===== src/rtl/sevenseg_scan_if.sv =====
// Display-side bundle for sevenseg_scan.
// The master drives the value/dp/blank request and scan enable.
// The slave (the scanner) drives the multiplexed segment and anode pins.
interface sevenseg_scan_if #(
  parameter int DIGITS = 4
);
  logic                  en;
  logic [4*DIGITS-1:0]   value;
  logic [DIGITS-1:0]     dp_in;
  logic [DIGITS-1:0]     blank;
  logic [6:0]            seg;
  logic                  dp;
  logic [DIGITS-1:0]     an;

  modport master (output en, value, dp_in, blank, input seg, dp, an);
  modport slave  (input en, value, dp_in, blank, output seg, dp, an);
endinterface


===== src/rtl/sevenseg_scan.sv =====
// Time-multiplexed N-digit hex seven-segment scanner.
// The displayed value is snapshotted once per frame so that a frame is never torn.
// Each digit slot is dark for its first clock, which prevents ghosting.
// All pins are registered, and output polarity is applied after blanking.
module sevenseg_scan #(
  parameter int DIGITS         = 4,
  parameter int DIV            = 1000,
  parameter bit SEG_ACTIVE_LOW = 1'b0,
  parameter bit AN_ACTIVE_LOW  = 1'b1,
  parameter bit LZ_BLANK       = 1'b0
) (
  input logic               clk,
  input logic               rst,
  sevenseg_scan_if.slave    bus
);

  localparam int IDX_W = (DIGITS > 1) ? $clog2(DIGITS) : 1;
  localparam int CNT_W = $clog2(DIV);

  localparam logic [CNT_W-1:0]  CNT_LAST = CNT_W'(DIV - 1);
  localparam logic [IDX_W-1:0]  IDX_LAST = IDX_W'(DIGITS - 1);
  localparam logic [6:0]        SEG_OFF  = {7{SEG_ACTIVE_LOW}};
  localparam logic              DP_OFF   = SEG_ACTIVE_LOW;
  localparam logic [DIGITS-1:0] AN_OFF   = {DIGITS{AN_ACTIVE_LOW}};

  // Hex nibble to segment pattern; the bit order is gfedcba and bits are active-high.
  function automatic logic [6:0] hex_to_seg(input logic [3:0] nib);
    case (nib)
      4'h0: hex_to_seg = 7'h3F;
      4'h1: hex_to_seg = 7'h06;
      4'h2: hex_to_seg = 7'h5B;
      4'h3: hex_to_seg = 7'h4F;
      4'h4: hex_to_seg = 7'h66;
      4'h5: hex_to_seg = 7'h6D;
      4'h6: hex_to_seg = 7'h7D;
      4'h7: hex_to_seg = 7'h07;
      4'h8: hex_to_seg = 7'h7F;
      4'h9: hex_to_seg = 7'h6F;
      4'hA: hex_to_seg = 7'h77;
      4'hB: hex_to_seg = 7'h7C;
      4'hC: hex_to_seg = 7'h39;
      4'hD: hex_to_seg = 7'h5E;
      4'hE: hex_to_seg = 7'h79;
      default: hex_to_seg = 7'h71;
    endcase
  endfunction

  logic [CNT_W-1:0]    presc_q, presc_d;
  logic [IDX_W-1:0]    idx_q, idx_d;
  logic [4*DIGITS-1:0] val_q, val_d;
  logic [DIGITS-1:0]   dpsh_q, dpsh_d;
  logic [DIGITS-1:0]   blsh_q, blsh_d;
  logic                load_pending_q, load_pending_d;
  logic [6:0]          seg_q, seg_d;
  logic                dp_q, dp_d;
  logic [DIGITS-1:0]   an_q, an_d;

  logic                tick;
  logic                snap;
  logic                lz_zero;
  logic                dark;

  // Scan timing: the prescaler, the digit index and the frame-start snapshot of the inputs.
  always_comb begin
    // NOTE: every signal gets a default first, so no path can leave a value unassigned and infer a latch.
    presc_d        = presc_q;
    idx_d          = idx_q;
    val_d          = val_q;
    dpsh_d         = dpsh_q;
    blsh_d         = blsh_q;
    load_pending_d = load_pending_q;

    tick = bus.en && (presc_q == CNT_LAST);
    snap = (load_pending_q && bus.en) || (tick && (idx_q == IDX_LAST));

    if (bus.en) begin
      presc_d        = tick ? '0 : presc_q + 1'b1;
      load_pending_d = 1'b0;
    end
    if (tick) begin
      idx_d = (idx_q == IDX_LAST) ? '0 : idx_q + 1'b1;
    end
    if (snap) begin
      val_d  = bus.value;
      dpsh_d = bus.dp_in;
      blsh_d = bus.blank;
    end
  end

  // Digit output: apply blanking, leading-zero suppression and dead-time, then polarity.
  always_comb begin
    lz_zero = 1'b1;
    for (int k = 0; k < DIGITS; k++) begin
      if ((IDX_W'(k) >= idx_q) && (val_q[4*k +: 4] != 4'h0)) begin
        lz_zero = 1'b0;
      end
    end

    dark = !bus.en || (presc_q == '0) || blsh_q[idx_q] ||
           (LZ_BLANK && (idx_q != '0) && lz_zero);

    seg_d = SEG_OFF;
    dp_d  = DP_OFF;
    an_d  = AN_OFF;
    if (!dark) begin
      seg_d = hex_to_seg(val_q[4*idx_q +: 4]) ^ SEG_OFF;
      dp_d  = dpsh_q[idx_q] ^ DP_OFF;
      an_d  = (DIGITS'(1) << idx_q) ^ AN_OFF;
    end
  end

  // State and output registers, with synchronous reset to the idle and all-off state.
  always_ff @(posedge clk) begin
    if (rst) begin
      // NOTE: the shadow registers are plain flops rather than a memory, so they are reset to a known zero frame.
      presc_q        <= '0;
      idx_q          <= '0;
      val_q          <= '0;
      dpsh_q         <= '0;
      blsh_q         <= '0;
      load_pending_q <= 1'b1;
      seg_q          <= SEG_OFF;
      dp_q           <= DP_OFF;
      an_q           <= AN_OFF;
    end else begin
      // NOTE: non-blocking assignments make every register sample its pre-edge value together.
      presc_q        <= presc_d;
      idx_q          <= idx_d;
      val_q          <= val_d;
      dpsh_q         <= dpsh_d;
      blsh_q         <= blsh_d;
      load_pending_q <= load_pending_d;
      seg_q          <= seg_d;
      dp_q           <= dp_d;
      an_q           <= an_d;
    end
  end

  assign bus.seg = seg_q;
  assign bus.dp  = dp_q;
  assign bus.an  = an_q;

endmodule


===== src/flat_wrapper.sv =====
// flat-port wrapper written by rule: the top's interface ports become plain ports
module sevenseg_scan_flat 
#(
  parameter int DIGITS         = 4,
  parameter int DIV            = 1000,
  parameter bit SEG_ACTIVE_LOW = 1'b0,
  parameter bit AN_ACTIVE_LOW  = 1'b1,
  parameter bit LZ_BLANK       = 1'b0
)
  (clk, rst, bus_en, bus_value, bus_dp_in, bus_blank, bus_seg, bus_dp, bus_an);
  sevenseg_scan_if #(.DIGITS(DIGITS)) bus_i ();
  input logic clk;
  input logic rst;
  input wire logic [$bits(bus_i.en)-1:0] bus_en;
  input wire logic [$bits(bus_i.value)-1:0] bus_value;
  input wire logic [$bits(bus_i.dp_in)-1:0] bus_dp_in;
  input wire logic [$bits(bus_i.blank)-1:0] bus_blank;
  output wire logic [$bits(bus_i.seg)-1:0] bus_seg;
  output wire logic [$bits(bus_i.dp)-1:0] bus_dp;
  output wire logic [$bits(bus_i.an)-1:0] bus_an;
  assign bus_i.en = bus_en;
  assign bus_i.value = bus_value;
  assign bus_i.dp_in = bus_dp_in;
  assign bus_i.blank = bus_blank;
  assign bus_seg = bus_i.seg;
  assign bus_dp = bus_i.dp;
  assign bus_an = bus_i.an;
  sevenseg_scan #(.DIGITS(DIGITS), .DIV(DIV), .SEG_ACTIVE_LOW(SEG_ACTIVE_LOW), .AN_ACTIVE_LOW(AN_ACTIVE_LOW), .LZ_BLANK(LZ_BLANK)) u_core (.clk(clk), .rst(rst), .bus(bus_i));
endmodule

===== config.mk =====
export PLATFORM = sky130hd
export DESIGN_NAME = sevenseg_scan_flat
export DESIGN_NICKNAME = d
export VERILOG_FILES = /design/src/rtl/sevenseg_scan_if.sv /design/src/rtl/sevenseg_scan.sv /design/src/flat_wrapper.sv
export SDC_FILE = /design/constraint.sdc
export NUM_CORES = 1
export LEC_CHECK = 0
export ABC_AREA = 0
export CAP_MARGIN = 20
export CORE_MARGIN = 10
export CORE_UTILIZATION = 53
export DETAILED_ROUTE_END_ITERATION = 7
export PLACE_DENSITY = 0.8
export SLEW_MARGIN = 40
export SYNTH_ARGS = -nofsm -noshare
export SYNTH_HDL_FRONTEND = slang
export SYNTH_SLANG_ARGS = --single-unit

===== constraint.sdc =====
create_clock -name clk -period 2.43 [get_ports clk]
set_input_delay 0.729 -clock clk [delete_from_list [all_inputs] [get_ports clk]]
set_output_delay 0.729 -clock clk [all_outputs]
set_load 0.1 [all_outputs]

* Yosys cells after proc, flatten, opt, wreduce, memory -nomap -nowiden
Memory sizes are Yosys's and may differ from the RTL's. A register that Yosys moved wholly into a read port is not among the register bits.
Index checks and enable logic that the tools add are counted.
** Storage, ports and cells
- Flip-flop bits (word level) :: 42
- Memory bits (read-only) :: 112
- Output and inout port bits :: 12
- Word-level logic and storage cells :: 32
- Memories :: 1
** Memory list
- (name not given) :: depth 16, width 7, read ports 1, clocked after Yosys merged registers in 1, write ports 0, line sevenseg_scan.sv:28 : case (nib)
** Operators by class
- $add $sub $neg :: 2
- Order comparisons :: 1
- Eq/ne operators :: 2
- Shift operators :: 2
- Mux-type cells :: 6
- Bitwise gates (word level) :: 1
- Reductions and logical operators :: 9
** Operators with widths (count)
- indexed part select 16 x 5 -> 4 bit :: 1
- adder 10 x 1 -> 10 bit, second input constant :: 1
- equality test 10 bit, second input constant :: 1
- zero test 10 bit :: 1
- two-way mux 10 bit :: 1
- binary-select mux 1 bit (select 2 bit) :: 2
- inverter 4 bit :: 1
- << shifter 1 x 2 -> 4 bit, first input constant :: 1
- logical AND 1 bit :: 3
- logical OR 1 bit :: 3
- less-than comparator 2 x 3 -> 1 bit, second input constant :: 1
- adder 2 x 1 -> 2 bit, second input constant :: 1
- equality test 2 bit, second input constant :: 1
- two-way mux 1 bit :: 2
- two-way mux 2 bit :: 1
- OR reduction 2 bit :: 1
- zero test 1 bit :: 1

* Longest topological paths before layout
- Word-level depth :: 4
- Gate-level depth with buffers :: 8
- Depth with buffers taken out :: 7

* Worst setup path before layout
Ideal clock, no wire load.
- Path type :: flip-flop to flip-flop
- Start point :: reg u_core.idx_q[0]
- End point :: reg u_core.seg_q[0] (netlist: u_core.bus.seg[0])
- Library setup time :: 115 ps
- Data arrival time :: 1967 ps
- Required time :: 2315 ps
- Slack :: 348 ps
- Stages on the path, launching flop included :: 9
- Cells stage by stage :: dfxtp_1 -> buf_6 -> mux4_1 -> inv_1 -> ha_1 -> mux2i_1 -> a21oi_1 -> a21oi_1 -> o21a_1
** On the way
- Longest elaborated chain between the ends :: 4
- Elaborated cells on any way between the ends :: 5
- Those cells by class :: shift: 1; mux: 2; reduce/logical: 2
** Ends and longest elaborated chain
- start: declaration :: line sevenseg_scan.sv:49 : logic [IDX_W-1:0] idx_q, idx_d;
- start signal: assignment :: line sevenseg_scan.sv:128 : idx_q <= idx_d;
- binary-select mux 1 bit (select 2 bit) :: line sevenseg_scan.sv:99 : dark = !bus.en || (presc_q == '0) || blsh_q[idx_q] ||
- two-way mux 1 bit (implied by the code) :: line sevenseg_scan.sv:99
- logical OR 1 bit :: line sevenseg_scan.sv:99
- OR reduction 2 bit (no source line)
- end: declaration :: line sevenseg_scan.sv:54 : logic [6:0] seg_q, seg_d;
Several ways; a longest one is shown, not always the timed one. The select of a mux whose other input is x is not followed.
A chain may end at the register's enable or synchronous reset.

* Worst setup path in the final report
Ends and elaborated chain as after synthesis.

==> impl_metrics.env <==
export IMPL_worst_pin_slew_ns=0.380
export IMPL_slew_headroom=0.742
export IMPL_cts_tree="built"
export IMPL_cpMostUsedCell="a21oi_1"
export IMPL_diodes=0
export IMPL_crit_required_ns=2.64
export IMPL_viasPerCell=5.28
export IMPL_yosys_warnings=0
export IMPL_vdd_drop_max_v=0.000395
export IMPL_fp_dieW_um=86.5
export IMPL_layout_cells_non_filler=345
export IMPL_timing_rr_start="u_core.idx_q[0]"
export IMPL_synth_edf_count=0
export IMPL_rsz0062_at_grt="no"
export IMPL_synth_fp_nets=292
export IMPL_slowest_delay_ns=0.70
export IMPL_yosysSeqAreaShare=0.419
export IMPL_vias=1822
export IMPL_ys_ff_latch=49
export IMPL_core_um2=4320
export IMPL_worstPathArrival_ns=2.45
export IMPL_clk_path_buf_depth=2
export IMPL_hold_depth=2
export IMPL_fin_worst_skew_ns=0.00875
export IMPL_path_cells="mux4_1, inv_1, ha_1, mux2i_1, a21oi_1, a21oi_1, o21a_1"
export IMPL_post_cts_resized=0
export IMPL_maxCapViolCount=0
export IMPL_setup_viol_count_final=0
export IMPL_synthCells=252
export IMPL_synthFlopType="dfxtp_1"
export IMPL_root_buffer="clkbuf_8"
export IMPL_fillers=390
export IMPL_gp_congestion=0.869
export IMPL_first_iter_violations=117
export IMPL_setup_tns_ns=0
export IMPL_crit_path_max_fanout=7
export IMPL_drive_gt1_frac=0.143
export IMPL_hold_violations=0
export IMPL_fmax_mhz=446
export IMPL_dr_pass1_iters=4
export IMPL_cp_num_cells=7
export IMPL_reg2reg_setup_slack_ns=0.19
export IMPL_synth_top_area_frac=0.419
export IMPL_avgSynthCellArea_um2=9.30
export IMPL_io_buffers=38
export IMPL_placed_cells=337
export IMPL_post_cts_buffers=0
export IMPL_endpoint_kind="register"
export IMPL_drc=0
export IMPL_ios=39
export IMPL_grt_pass1_vias=1748
export IMPL_crit_path_top_delay_cell="mux4_1"
export IMPL_ctsHoldBuffers=0
export IMPL_startpoint="u_core.idx_q[0]"
export IMPL_synth_largest_area_cell="dfxtp_1"
export IMPL_report_final_slew_viol_count=0
export IMPL_ys_top_cells_by_area="dfxtp_1 (42%), nand2_1 (10%), ha_1 (6.9%)"
export IMPL_clk_pin_slew_worst_paths_ns=0.09
export IMPL_rows=24
export IMPL_post_place_ws_ns=0.115
export IMPL_period_minus_slack_ns=2.24
export IMPL_post_dp_hpwl_um=3340
export IMPL_die_area_um2=7480
export IMPL_wl_um=4590
export IMPL_crit_family="multiplexers"
export IMPL_timing_critical_path_buf_inv=1
export IMPL_syn2layout_area_growth_pct=19.2
export IMPL_grt_antenna_before_repair=0
export IMPL_worstSetupPathType="register to register"
export IMPL_reg2reg_depth=7
export IMPL_h_tree_depth=2
export IMPL_p_total_mw=1.54
export IMPL_insertion_delay_ns=0.30
export IMPL_grt_first_pass_wirelength_um=7720
export IMPL_min_to="u_core.val_q[0]"
export IMPL_drtAntennaViolNets=0
export IMPL_die_h_um=86.5
export IMPL_cts_made_buffers=5
export IMPL_period_share=0.923
export IMPL_synth_distinct_cells=43
export IMPL_post_route_util=0.646
export IMPL_overflow=0
export IMPL_synthesis_area_um2=2340
export IMPL_worst_slack_ns=0.188
export IMPL_start_kind="register"
export IMPL_leakage_nw=1.10
export IMPL_worstHoldStart="u_core.val_q[0]"
export IMPL_num_nets_final=332
export IMPL_hold_class="register to register"
export IMPL_track_usage=0.123
export IMPL_start_util=0.542
export IMPL_synthArstFlopShare=0
export IMPL_reg2reg_to="u_core.bus.seg[0]"
export IMPL_cts_sinks=49
export IMPL_power_density_nw_per_um2=552
export IMPL_grt_start_max_net_pins=25
export IMPL_outcome="complete, no violations"
export IMPL_post_drt_wl_per_cell_um=13.3
## how the worst max path moves through the flow
stage / endpoint / slack (ns)
after floorplan: u_core.bus.seg[0] / 0.35
after global placement: u_core.val_q[6] / 0.16
after detailed placement: u_core.val_q[3] / 0.12
after CTS: u_core.bus.seg[0] / 0.20
after global routing: u_core.bus.seg[0] / 0.06
final: u_core.bus.seg[0] / 0.19
## layout make-up
type                    count  area [um2]  area share
clock buffers               8        80.1      0.0287
well taps                  52        65.1      0.0233
repair buffers             46         410       0.147
flip-flops and latches     49         981       0.351
multi-input cells         183        1230       0.440
inverters                   7        26.3     0.00941
## flip-flops by register name (all words and copies together) (netlist names)
| signal | cells |
|---|---|
| u_core.val_q | 16 |
| u_core.presc_q | 10 |
| u_core.bus.seg | 7 |
| u_core.blsh_q | 4 |
| u_core.bus.an | 4 |
| u_core.dpsh_q | 4 |
| u_core.idx_q | 2 |
| u_core.bus.dp | 1 |
| u_core.load_pending_q | 1 |
## cells in the mapped netlist (2+ instances only)
library cell and number:
mux4_1 3, ha_1 13, nand3_1 5, clkbuf_1 4
mux2i_1 9, dfxtp_1 49, or3_1 2, inv_1 7
and3_1 2, xnor2_1 4, nor3_1 3, mux2i_2 2
nand4_1 3, xor2_1 4, buf_6 7, a21oi_2 2
nand2_1 64, nor4_2 2, a21oi_1 27, nor2_1 16
o221a_2 2
## where the power goes
part | leakage, nW | internal [mW] | switching [mW] | total, mW
Combinational | 0.662 | 0.0997 | 0.131 | 0.231
Clock | 0.0395 | 0.205 | 0.254 | 0.459
Sequential | 0.400 | 0.834 | 0.0169 | 0.851
## cells by family after synthesis
group,after synthesis,synth area share
xor gates and xnor gates,8,0.0299
and+or+nand+nor,104,0.204
AOI/OAI and AO/OA,41,0.113
adders and majority gates,13,0.0694
buffers and inverters,20,0.0566
muxes,17,0.108
DFF,49,0.419
## worst reg2reg max path, stage by stage (launching register included)
cell and delay (ns):
dfxtp_1 0.39, mux4_1 0.70, inv_1 0.19, ha_1 0.32, mux2i_1 0.11, a21oi_1 0.17, a21oi_1 0.10, o21a_1 0.18
## routing by layer
metal,vias up,global-route usage,part of all wire
met5,-,0,0
met4,0,0.0530,0.017
met1,823,0.140,0.44
li1,934,-,-
met3,8,0.0488,0.073
met2,57,0.199,0.46
## metrics by stage
| step | hold slack (ns) | instance area, um2 |
|---|---|---|
| 2_1_floorplan | 0.427 | 2340 |
| 3_3_place_gp | 0.436 | 2710 |
| 3_5_place_dp | 0.442 | 2710 |
| 4_1_cts | 0.452 | 2790 |
| 5_1_grt | 0.469 | 2790 |
| 6_report | 0.450 | 2790 |
## placed cells by master, fill, tap and decap left out, types with 7 or more instances in the layout
cell type	Yosys	layout
mux2i_1	9	9
ha_1	13	13
nor2_1	16	16
inv_1	7	7
nand2_1	64	64
dfxtp_1	49	49
clkdlybuf4s50_1	0	26
a21oi_1	27	27
buf_4	1	20
Note: power is estimated with default switching activity, not from simulation.
